$ cat config.mk
export PLATFORM = sky130hd
export DESIGN_NAME = player_motion
export DESIGN_NICKNAME = d
export VERILOG_FILES = /design/src/rtl/player_motion.sv
export SDC_FILE = /design/constraint.sdc
export NUM_CORES = 1
export LEC_CHECK = 0
export CAP_MARGIN = 20
export CORE_ASPECT_RATIO = 0.6
export CORE_MARGIN = 5
export CORE_UTILIZATION = 56
export CTS_BUF_LIST = sky130_fd_sc_hd__clkbuf_16
export DETAILED_ROUTE_END_ITERATION = 7
export HOLD_SLACK_MARGIN = 0.1
export PLACE_DENSITY = 0.91
export SLEW_MARGIN = 15
export SYNTH_ARGS = -nofsm -noshare
export SYNTH_HDL_FRONTEND = slang
export SYNTH_SLANG_ARGS = --single-unit
$ cat constraint.sdc
create_clock -name Clk -period 3.55 [get_ports Clk]
set_clock_uncertainty 0.2 [all_clocks]
set_input_delay 0.355 -clock Clk [delete_from_list [all_inputs] [get_ports Clk]]
set_output_delay 0.355 -clock Clk [all_outputs]
set_load 0.005 [all_outputs]
$ cat src/rtl/player_motion.sv
// player_motion: per-frame sprite mover with a four-corner collision probe.
// Define WALL_PHASE_EN to build in the wall-phase power-up timer.
module player_motion #(
    parameter int STEP         = 4,
    parameter int SIZE         = 16,
    parameter int X_MAX        = 639,
    parameter int Y_MAX        = 479,
    parameter int START_X      = 40,
    parameter int START_Y      = 30,
    parameter int PHASE_FRAMES = 300
) (
    input  logic       Clk,
    input  logic       Reset,
    input  logic       frame_tick,
    input  logic [7:0] keycode,
    input  logic       collision,
    input  logic       phase_grant,
    output logic [9:0] probe_x,
    output logic [9:0] probe_y,
    output logic [9:0] BallX,
    output logic [9:0] BallY,
    output logic [9:0] BallS,
    output logic       busy,
    output logic       wallPhase_active
);

    typedef enum logic [2:0] {
        S_IDLE, S_CALC, S_P0, S_P1, S_P2, S_P3, S_COMMIT
    } state_t;

    localparam logic [7:0]  KEY_W   = 8'h1A;
    localparam logic [7:0]  KEY_S   = 8'h16;
    localparam logic [7:0]  KEY_A   = 8'h04;
    localparam logic [7:0]  KEY_D   = 8'h07;
    localparam logic [9:0]  L_STEP  = 10'(STEP);
    localparam logic [9:0]  L_EDGE  = 10'(SIZE - 1);
    localparam logic [10:0] L_REACH = 11'(STEP + SIZE - 1);
    localparam logic [10:0] L_XMAX  = 11'(X_MAX);
    localparam logic [10:0] L_YMAX  = 11'(Y_MAX);
    localparam logic [9:0]  L_SX    = 10'(START_X);
    localparam logic [9:0]  L_SY    = 10'(START_Y);

    state_t     r_state;
    state_t     w_next;
    logic [9:0] r_ball_x;
    logic [9:0] r_ball_y;
    logic [9:0] r_cx;
    logic [9:0] r_cy;
    logic [9:0] r_probe_x;
    logic [9:0] r_probe_y;
    logic       r_blocked;
    logic [9:0] w_cx;
    logic [9:0] w_cy;
    logic       w_blk;

    assign BallX   = r_ball_x;
    assign BallY   = r_ball_y;
    assign BallS   = 10'(SIZE);
    assign probe_x = r_probe_x;
    assign probe_y = r_probe_y;

    // State register
    always_ff @(posedge Clk) begin
        if (Reset) r_state <= S_IDLE;
        else       r_state <= w_next;
    end

    // Next-state sequencing; a tick arriving while busy is dropped
    always_comb begin
        w_next = r_state;
        busy   = 1'b1;
        unique case (r_state)
            S_IDLE: begin
                busy = 1'b0;
                if (frame_tick) w_next = S_CALC;
            end
            S_CALC:   w_next = S_P0;
            S_P0:     w_next = S_P1;
            S_P1:     w_next = S_P2;
            S_P2:     w_next = S_P3;
            S_P3:     w_next = S_COMMIT;
            S_COMMIT: w_next = S_IDLE;
            default: begin
                busy   = 1'b0;
                w_next = S_IDLE;
            end
        endcase
    end

    // Candidate position and screen-edge pre-block; 11-bit sums avoid wrap
    always_comb begin
        w_cx  = r_ball_x;
        w_cy  = r_ball_y;
        w_blk = 1'b0;
        case (keycode)
            KEY_W: begin
                w_cy  = r_ball_y - L_STEP;
                w_blk = (r_ball_y < L_STEP);
            end
            KEY_S: begin
                w_cy  = r_ball_y + L_STEP;
                w_blk = ({1'b0, r_ball_y} + L_REACH) > L_YMAX;
            end
            KEY_A: begin
                w_cx  = r_ball_x - L_STEP;
                w_blk = (r_ball_x < L_STEP);
            end
            KEY_D: begin
                w_cx  = r_ball_x + L_STEP;
                w_blk = ({1'b0, r_ball_x} + L_REACH) > L_XMAX;
            end
            default: w_blk = 1'b1;
        endcase
    end

    // Corner walk, sticky block accumulation and move commit
    always_ff @(posedge Clk) begin
        if (Reset) begin
            r_ball_x  <= L_SX;
            r_ball_y  <= L_SY;
            r_probe_x <= L_SX;
            r_probe_y <= L_SY;
            r_cx      <= L_SX;
            r_cy      <= L_SY;
            r_blocked <= 1'b0;
        end else begin
            case (r_state)
                S_CALC: begin
                    r_cx      <= w_cx;
                    r_cy      <= w_cy;
                    r_blocked <= w_blk;
                    r_probe_x <= w_cx;
                    r_probe_y <= w_cy;
                end
                S_P0: begin
                    r_blocked <= r_blocked | collision;
                    r_probe_x <= r_cx + L_EDGE;
                    r_probe_y <= r_cy;
                end
                S_P1: begin
                    r_blocked <= r_blocked | collision;
                    r_probe_x <= r_cx;
                    r_probe_y <= r_cy + L_EDGE;
                end
                S_P2: begin
                    r_blocked <= r_blocked | collision;
                    r_probe_x <= r_cx + L_EDGE;
                    r_probe_y <= r_cy + L_EDGE;
                end
                S_P3: r_blocked <= r_blocked | collision;
                S_COMMIT: begin
                    r_blocked <= 1'b0;
                    if (!r_blocked) begin
                        r_ball_x  <= r_cx;
                        r_ball_y  <= r_cy;
                        r_probe_x <= r_cx;
                        r_probe_y <= r_cy;
                    end else begin
                        r_probe_x <= r_ball_x;
                        r_probe_y <= r_ball_y;
                    end
                end
                default: ;
            endcase
        end
    end

`ifdef WALL_PHASE_EN
    localparam logic [8:0] L_PHASE = 9'(PHASE_FRAMES);

    logic [8:0] r_phase_cnt;
    logic       r_phase_on;
    logic [8:0] w_phase_nxt;

    // Grant reloads (even mid-phase or on a tick); ticks count down
    always_comb begin
        w_phase_nxt = r_phase_cnt;
        if (phase_grant)
            w_phase_nxt = L_PHASE;
        else if (frame_tick && r_phase_cnt != 9'd0)
            w_phase_nxt = r_phase_cnt - 9'd1;
    end

    // Phase counter and registered active flag
    always_ff @(posedge Clk) begin
        if (Reset) begin
            r_phase_cnt <= 9'd0;
            r_phase_on  <= 1'b0;
        end else begin
            r_phase_cnt <= w_phase_nxt;
            r_phase_on  <= (w_phase_nxt != 9'd0);
        end
    end

    assign wallPhase_active = r_phase_on;
`else
    logic w_unused_grant;
    assign w_unused_grant   = phase_grant;
    assign wallPhase_active = 1'b0;
`endif

endmodule

==> flow_metrics.tcl, run 1 <==
set metrics [dict create \
    synthTopCellsByArea "dfxtp_1 (27%), nand2_1 (8.2%), a21oi_1 (7.0%)" \
    timing.critical_path.cells "clkdlybuf4s50_1 -> or3_1 -> nor3_1 -> a211oi_1 -> a211oi_1 -> a211oi_1 -> a211o_1" \
    synth_largest_area_cell "dfxtp_1" \
    power.net_switching_mw 0.585 \
    setup_viol_count_final 0 \
    final_cell_mix "nand2_1 (103), a21oi_1 (66), dfxtp_1 (64)" \
    wire_per_inst_um 20.1 \
    number_of_enable_flip_flop_cells_after_synthesis 0 \
    floorplan.initialDensity_pct 58.6 \
    num_rows 25 \
    power.combinational.fraction_pct 18.4 \
    max-clock-path-buffers 2 \
    worst_slew_pin_slew_ns 1.07 \
    num_vias 5266 \
    hold_class "reg -> reg" \
    synth_warnings 0 \
    drive_above_1_share_pct 6.20 \
    ys_seq_area_share_pct 27.2 \
    drt-vias-per-instance 6.71 \
    place_area_um2 5160 \
    ir_drop_mv 0.250 \
    detail_route.first_pass.iterations 6 \
    p_leak_nw 1.93 \
    worst_r2r_end "probe_y[6]" \
    share_seq_of_total_power_pct 40.8 \
    globalRoute.totalOverflow 0 \
    final_cell_area_um2 5420 \
    hold_path.startpoint "probe_x[6]" \
    hold_depth 2 \
    clock_power_share_pct 40.7 \
    antenna_cells 0 \
    fp.dieH_um 81.0 \
    worst_path_max_delay_cell "a211oi_1" \
    postCtsResizedCells 0 \
    htree_num_levels 3 \
    final.period_utilization_pct 81.1 \
    cts.reportedPaths.clkPinSlew_ns 0.05 \
    number_of_buffers_created_by_cts 9 \
    final_max_slew_viols 0 \
    fmaxAchievable_mhz 348 \
    clockRootBuffer "clkbuf_16" \
    fp.coreArea_um2 8040 \
    final_estimated_routing_congestion_in_global_placement 0.986 \
    detailedPlacementHpwl_um 11000 \
    cp_slowest_stage_delay_ns 0.54 \
    critical_path_required_ns 3.58 \
    io_buffer_count 52 \
    first_pass_grt_wire_length_um 24800 \
    insertion_delay_ns 0.34 \
    post-synth-top-area-fraction_pct 27.2 \
    layout.nets 697 \
    power_per_cell_area_nw_per_um2 358 \
    reg2reg_setup_slack_ns 0.73 \
    synth-async-reset-ratio_pct 0 \
    timing.final.hold_violations 0 \
    worstSetupEndpointType "flip-flop" \
    max_slew_margin_pct 28.0 \
    internal-power_mw 1.36 \
    ant_nets 0 \
    timing.setup.tns_ns 0 \
    syn-instance-count 661 \
    pre_cts_slack_ns 0.535 \
    dieArea_um2 10400 \
    setup_slack_ns 0.673 \
    tritoncts "yes" \
    grt_use_total_pct 30.3 \
    r2r_cells 7 \
    cp_common_cell "a211oi_1" \
    synth.distinct_cells 65 \
    synth_seq_cells 64 \
    r2r_start "BallY[3]" \
    cts.hold.buffers_added 0 \
    switching_share_pct 30.1 \
    first_global_vias 4617 \
    syn_to_final_growth_pct 15.0 \
    arrival_ns 2.90 \
    detailedRoute.firstIterationViolations 988 \
    postCtsSetupRepairBufs 0 \
    floorplan.io_pins 65 \
    number_of_antenna_violations_at_the_first_check_in_global_routing 0 \
    wl_um 15800 \
    postSynth.topFlopCell "dfxtp_1" \
    kind_of_start_point_of_the_critical_path "input port" \
    cts_num_sinks 64 \
    drc 0 \
    crit_fanout 5 \
    final_common_cell "nand2_1" \
    post_synth_instance_area_um2 4710 \
    grt_setup_unrepaired "no" \
    drv.max_cap_violation_count 0 \
    period_minus_slack_ns 2.88 \
    timing.hold.worst_endpoint "probe_x[6]" \
    floorplan.die.width_um 128 \
    critical_path_class "in -> reg" \
    synth_area_per_cell_um2 7.12 \
    run_status "complete, no violations" \
    pin_count_of_the_biggest_net_entering_global_routing 48 \
]
kinds of logic after synthesis:
group | after synthesis | synth area share (%)
muxes | 13 | 2.79
buffers and inverters | 93 | 8.82
AOI/OAI and AO/OA | 197 | 27.0
DFF | 64 | 27.2
other | 2 | 0.160
adders and majority gates | 12 | 3.19
and+or+nand+nor | 249 | 25.0
xor gates and xnor gates | 31 | 5.77
power groups by stage:
stage	sequential [mW]	clock (mW)	combinational, mW
6_report	0.793	0.791	0.358
3_3_place_gp	0.803	0	0.330
3_5_place_dp	0.805	0	0.340
4_1_cts	0.790	0.789	0.343
2_1_floorplan	0.787	0	0.230
5_1_grt	0.796	0.819	0.382
cell usage after synthesis (4+ instances only):
library cell / instances
a211oi_1: 13
nand4_1: 5
a21oi_1: 66
nand2_1: 103
nor2b_1: 4
xnor2_1: 19
nor4_1: 8
mux2i_1: 12
nor3b_1: 4
or2_2: 4
o2111ai_1: 4
xor2_1: 12
buf_4: 15
o22ai_1: 16
and2_1: 4
o221ai_1: 7
clkbuf_1: 56
ha_1: 12
and3_1: 6
o211ai_1: 14
o21ai_0: 28
nand3b_1: 4
nor2_1: 48
a31oi_1: 10
o32ai_1: 4
nand3_1: 16
nor3_1: 18
or3_1: 6
nand2b_1: 9
inv_1: 15
dfxtp_1: 64
area by class of cell:
class | count | area, um2
repair buffers | 67 | 633
inverters | 17 | 63.8
fillers | 657 | 2620
flip-flops and latches | 64 | 1280
clock inverters | 7 | 32.5
well taps | 108 | 135
multi-input cells | 513 | 3050
clock buffers | 9 | 225
critical path, delay by kind of cell:
kind	cells	cell delay, ns
and+or+nand+nor	2	0.91
AOI/OAI and AO/OA	4	1.20
buffers and inverters	1	0.44
stage by stage:
stage               power [mW]  std cells  hold WS [ns]  util (%)
floorplan                 1.02        670         0.248         -
global placement          1.13        769         0.240      64.2
detailed placement        1.15        769         0.253      64.2
CTS                       1.92        785         0.258      67.4
global route              2.00        785         0.286      67.4
finish                    1.94        785         0.258      67.4
flip-flops by register name (all words and copies together), names as in the netlist:
signal / flops
r_state: 3
probe_y: 10
r_blocked: 1
r_cy: 10
BallX: 10
r_cx: 10
probe_x: 10
BallY: 10
worst max path at each step:
stage               start    endpoint  slack (ns)  cells past startpoint
2_1_floorplan    BallY[2]  probe_y[8]        1.19                      9
3_5_place_dp   keycode[5]  probe_x[3]        0.53                      7
3_3_place_gp   keycode[5]  probe_x[3]        0.57                      7
5_1_grt          BallY[3]  probe_y[6]        0.61                      7
6_report       keycode[5]  probe_x[3]        0.67                      7
4_1_cts          BallY[3]  probe_y[6]        0.83                      7
layer usage:
layer,GRT usage [%],vias up,routed length [um]
met4,6.99,0,297
met5,0,-,0
met2,43.8,437,6430
met3,9.86,44,2450
met1,43.6,2420,6590
li1,-,2365,-
Note: power is estimated with default switching activity, not from simulation.
==> run 2, diff against run 1 <==
Clock period 3.55 ns to 3 ns, I/O delays scaled along.
==> run 2 against run 1 <==
Combinational power grew 18%. Total power grew 22%. Core utilization grew 1.5 points. Final cell count grew 1.5%. Wire length grew 1.5%. Critical path type is now reg -> out. Largest cell class unchanged.
==> flow_metrics.tcl, run 2 (synthesis results as in run 1) <==
set metrics [dict create \
    run_status "complete, no violations" \
    worstSetupEndpointType "output port" \
    grt_use_total_pct 30.7 \
    insertion_delay_ns 0.34 \
    wire_per_inst_um 20.1 \
    final_cell_mix "nand2_1 (103), a21oi_1 (66), dfxtp_1 (64)" \
    antenna_cells 0 \
    fp.dieH_um 81.0 \
    drc 0 \
    drv.max_cap_violation_count 0 \
    drt-vias-per-instance 6.65 \
    final.period_utilization_pct 88.6 \
    hold_class "reg -> reg" \
    number_of_buffer_and_inverter_instances_along_the_worst_setup_path 2 \
    globalRoute.totalOverflow 0 \
    io_buffer_count 52 \
    dieArea_um2 10400 \
    ir_drop_mv 0.294 \
    final_max_slew_viols 0 \
    period_minus_slack_ns 2.66 \
    setup_viol_count_final 0 \
    layout.nets 710 \
    clockRootBuffer "clkbuf_16" \
    worst_path_max_delay_cell "dfxtp_1" \
    cts.hold.buffers_added 0 \
    final_estimated_routing_congestion_in_global_placement 0.942 \
    floorplan.initialDensity_pct 58.6 \
    detail_route.first_pass.iterations 6 \
    cts_num_sinks 64 \
    grt_setup_unrepaired "no" \
    max-clock-path-buffers 2 \
    first_pass_grt_wire_length_um 25000 \
    kind_of_start_point_of_the_critical_path "flip-flop" \
    max_slew_margin_pct 33.4 \
    fmaxAchievable_mhz 376 \
    num_vias 5304 \
    htree_num_levels 3 \
    power_per_cell_area_nw_per_um2 428 \
    timing.critical_path.cells "clkinv_1 -> nor2_1 -> a21oi_1 -> clkdlybuf4s50_1" \
    crit_fanout 13 \
    timing.hold.ws_ns 0.257 \
    critical_path_required_ns 2.50 \
    p_leak_nw 2.00 \
    fp.coreArea_um2 8040 \
    floorplan.die.width_um 128 \
    floorplan.io_pins 65 \
    first_global_vias 4723 \
    postCtsSetupRepairBufs 0 \
    cts.reportedPaths.clkPinSlew_ns 0.05 \
    num_rows 25 \
    postCtsResizedCells 0 \
    timing.setup.tns_ns 0 \
    arrival_ns 2.16 \
    timing.final.hold_violations 0 \
    syn_to_final_growth_pct 17.5 \
    detailedRoute.firstIterationViolations 891 \
    critical_path.top_delay_family "buffers and inverters" \
    detailedPlacementHpwl_um 11500 \
    number_of_buffers_created_by_cts 9 \
    tritoncts "yes" \
    drive_above_1_share_pct 8.13 \
    wl_um 16000 \
    worst_slew_pin_slew_ns 0.986 \
    pin_count_of_the_biggest_net_entering_global_routing 30 \
    number_of_antenna_violations_at_the_first_check_in_global_routing 0 \
    ant_nets 0 \
    critical_path_class "reg -> out" \
    final_common_cell "nand2_1" \
    cp_slowest_stage_delay_ns 0.59 \
]
-- run 2: cell types whose count changed in the layout (fill, tap and decap cells not counted), sizes merged --
cell	change
clkinvlp	-1
clkinv	+1
inv	-2
bufinv	+1
buf	+13
-- run 2: where the power goes --
group	leakage [nW]	total [mW]	internal (mW)	switching, mW
combinational	1.33	0.423	0.178	0.245
clock	0.144	1.00	0.627	0.375
sequential	0.520	0.944	0.890	0.0539
-- run 2: layout make-up --
class | count | area (um2)
fillers | 656 | 2500
multi-input cells | 513 | 3050
clock inverters | 6 | 52.6
clock buffers | 9 | 225
inverters | 17 | 63.8
repair buffers | 80 | 731
flip-flops and latches | 64 | 1280
well taps | 108 | 135
-- run 2: worst paths after layout --
check | startpoint | to | slack, ns | depth (start not counted)
worst max-delay path | r_state[2] | busy | 0.34 | 4
worst max register to register | BallY[3] | probe_y[6] | 0.45 | 8
worst min-delay path | probe_y[6] | probe_y[6] | 0.26 | 2
worst min register to register | probe_y[6] | probe_y[6] | 0.26 | 2
-- run 2: metrics by stage --
stage / utilization, % / worst slack, ns / cells / cell area, um2 / power [mW]
floorplan: - / 0.643 / 670 / 4740 / 1.20
global placement: 65.4 / 0.162 / 782 / 5260 / 1.35
detailed placement: 65.4 / 0.141 / 782 / 5260 / 1.36
CTS: 68.8 / 0.367 / 797 / 5530 / 2.35
global route: 68.8 / 0.189 / 797 / 5530 / 2.44
finish: 68.8 / 0.343 / 797 / 5530 / 2.37
-- run 2: layer usage --
layer	wire [um]	share of wire, %	global-route usage (%)
met5	0	0	0
met4	297	1.9	7.63
met3	2490	16	10.7
met2	6460	40	44.0
met1	6770	42	43.9
-- run 2: worst register-to-register path, stage by stage (launching register included) --
cell	delay, ns
dfxtp_1	0.36
inv_1	0.16
ha_1	0.20
nor3b_1	0.33
nand2b_1	0.09
a211oi_1	0.48
xor2_1	0.18
o211ai_1	0.31
a21oi_1	0.10
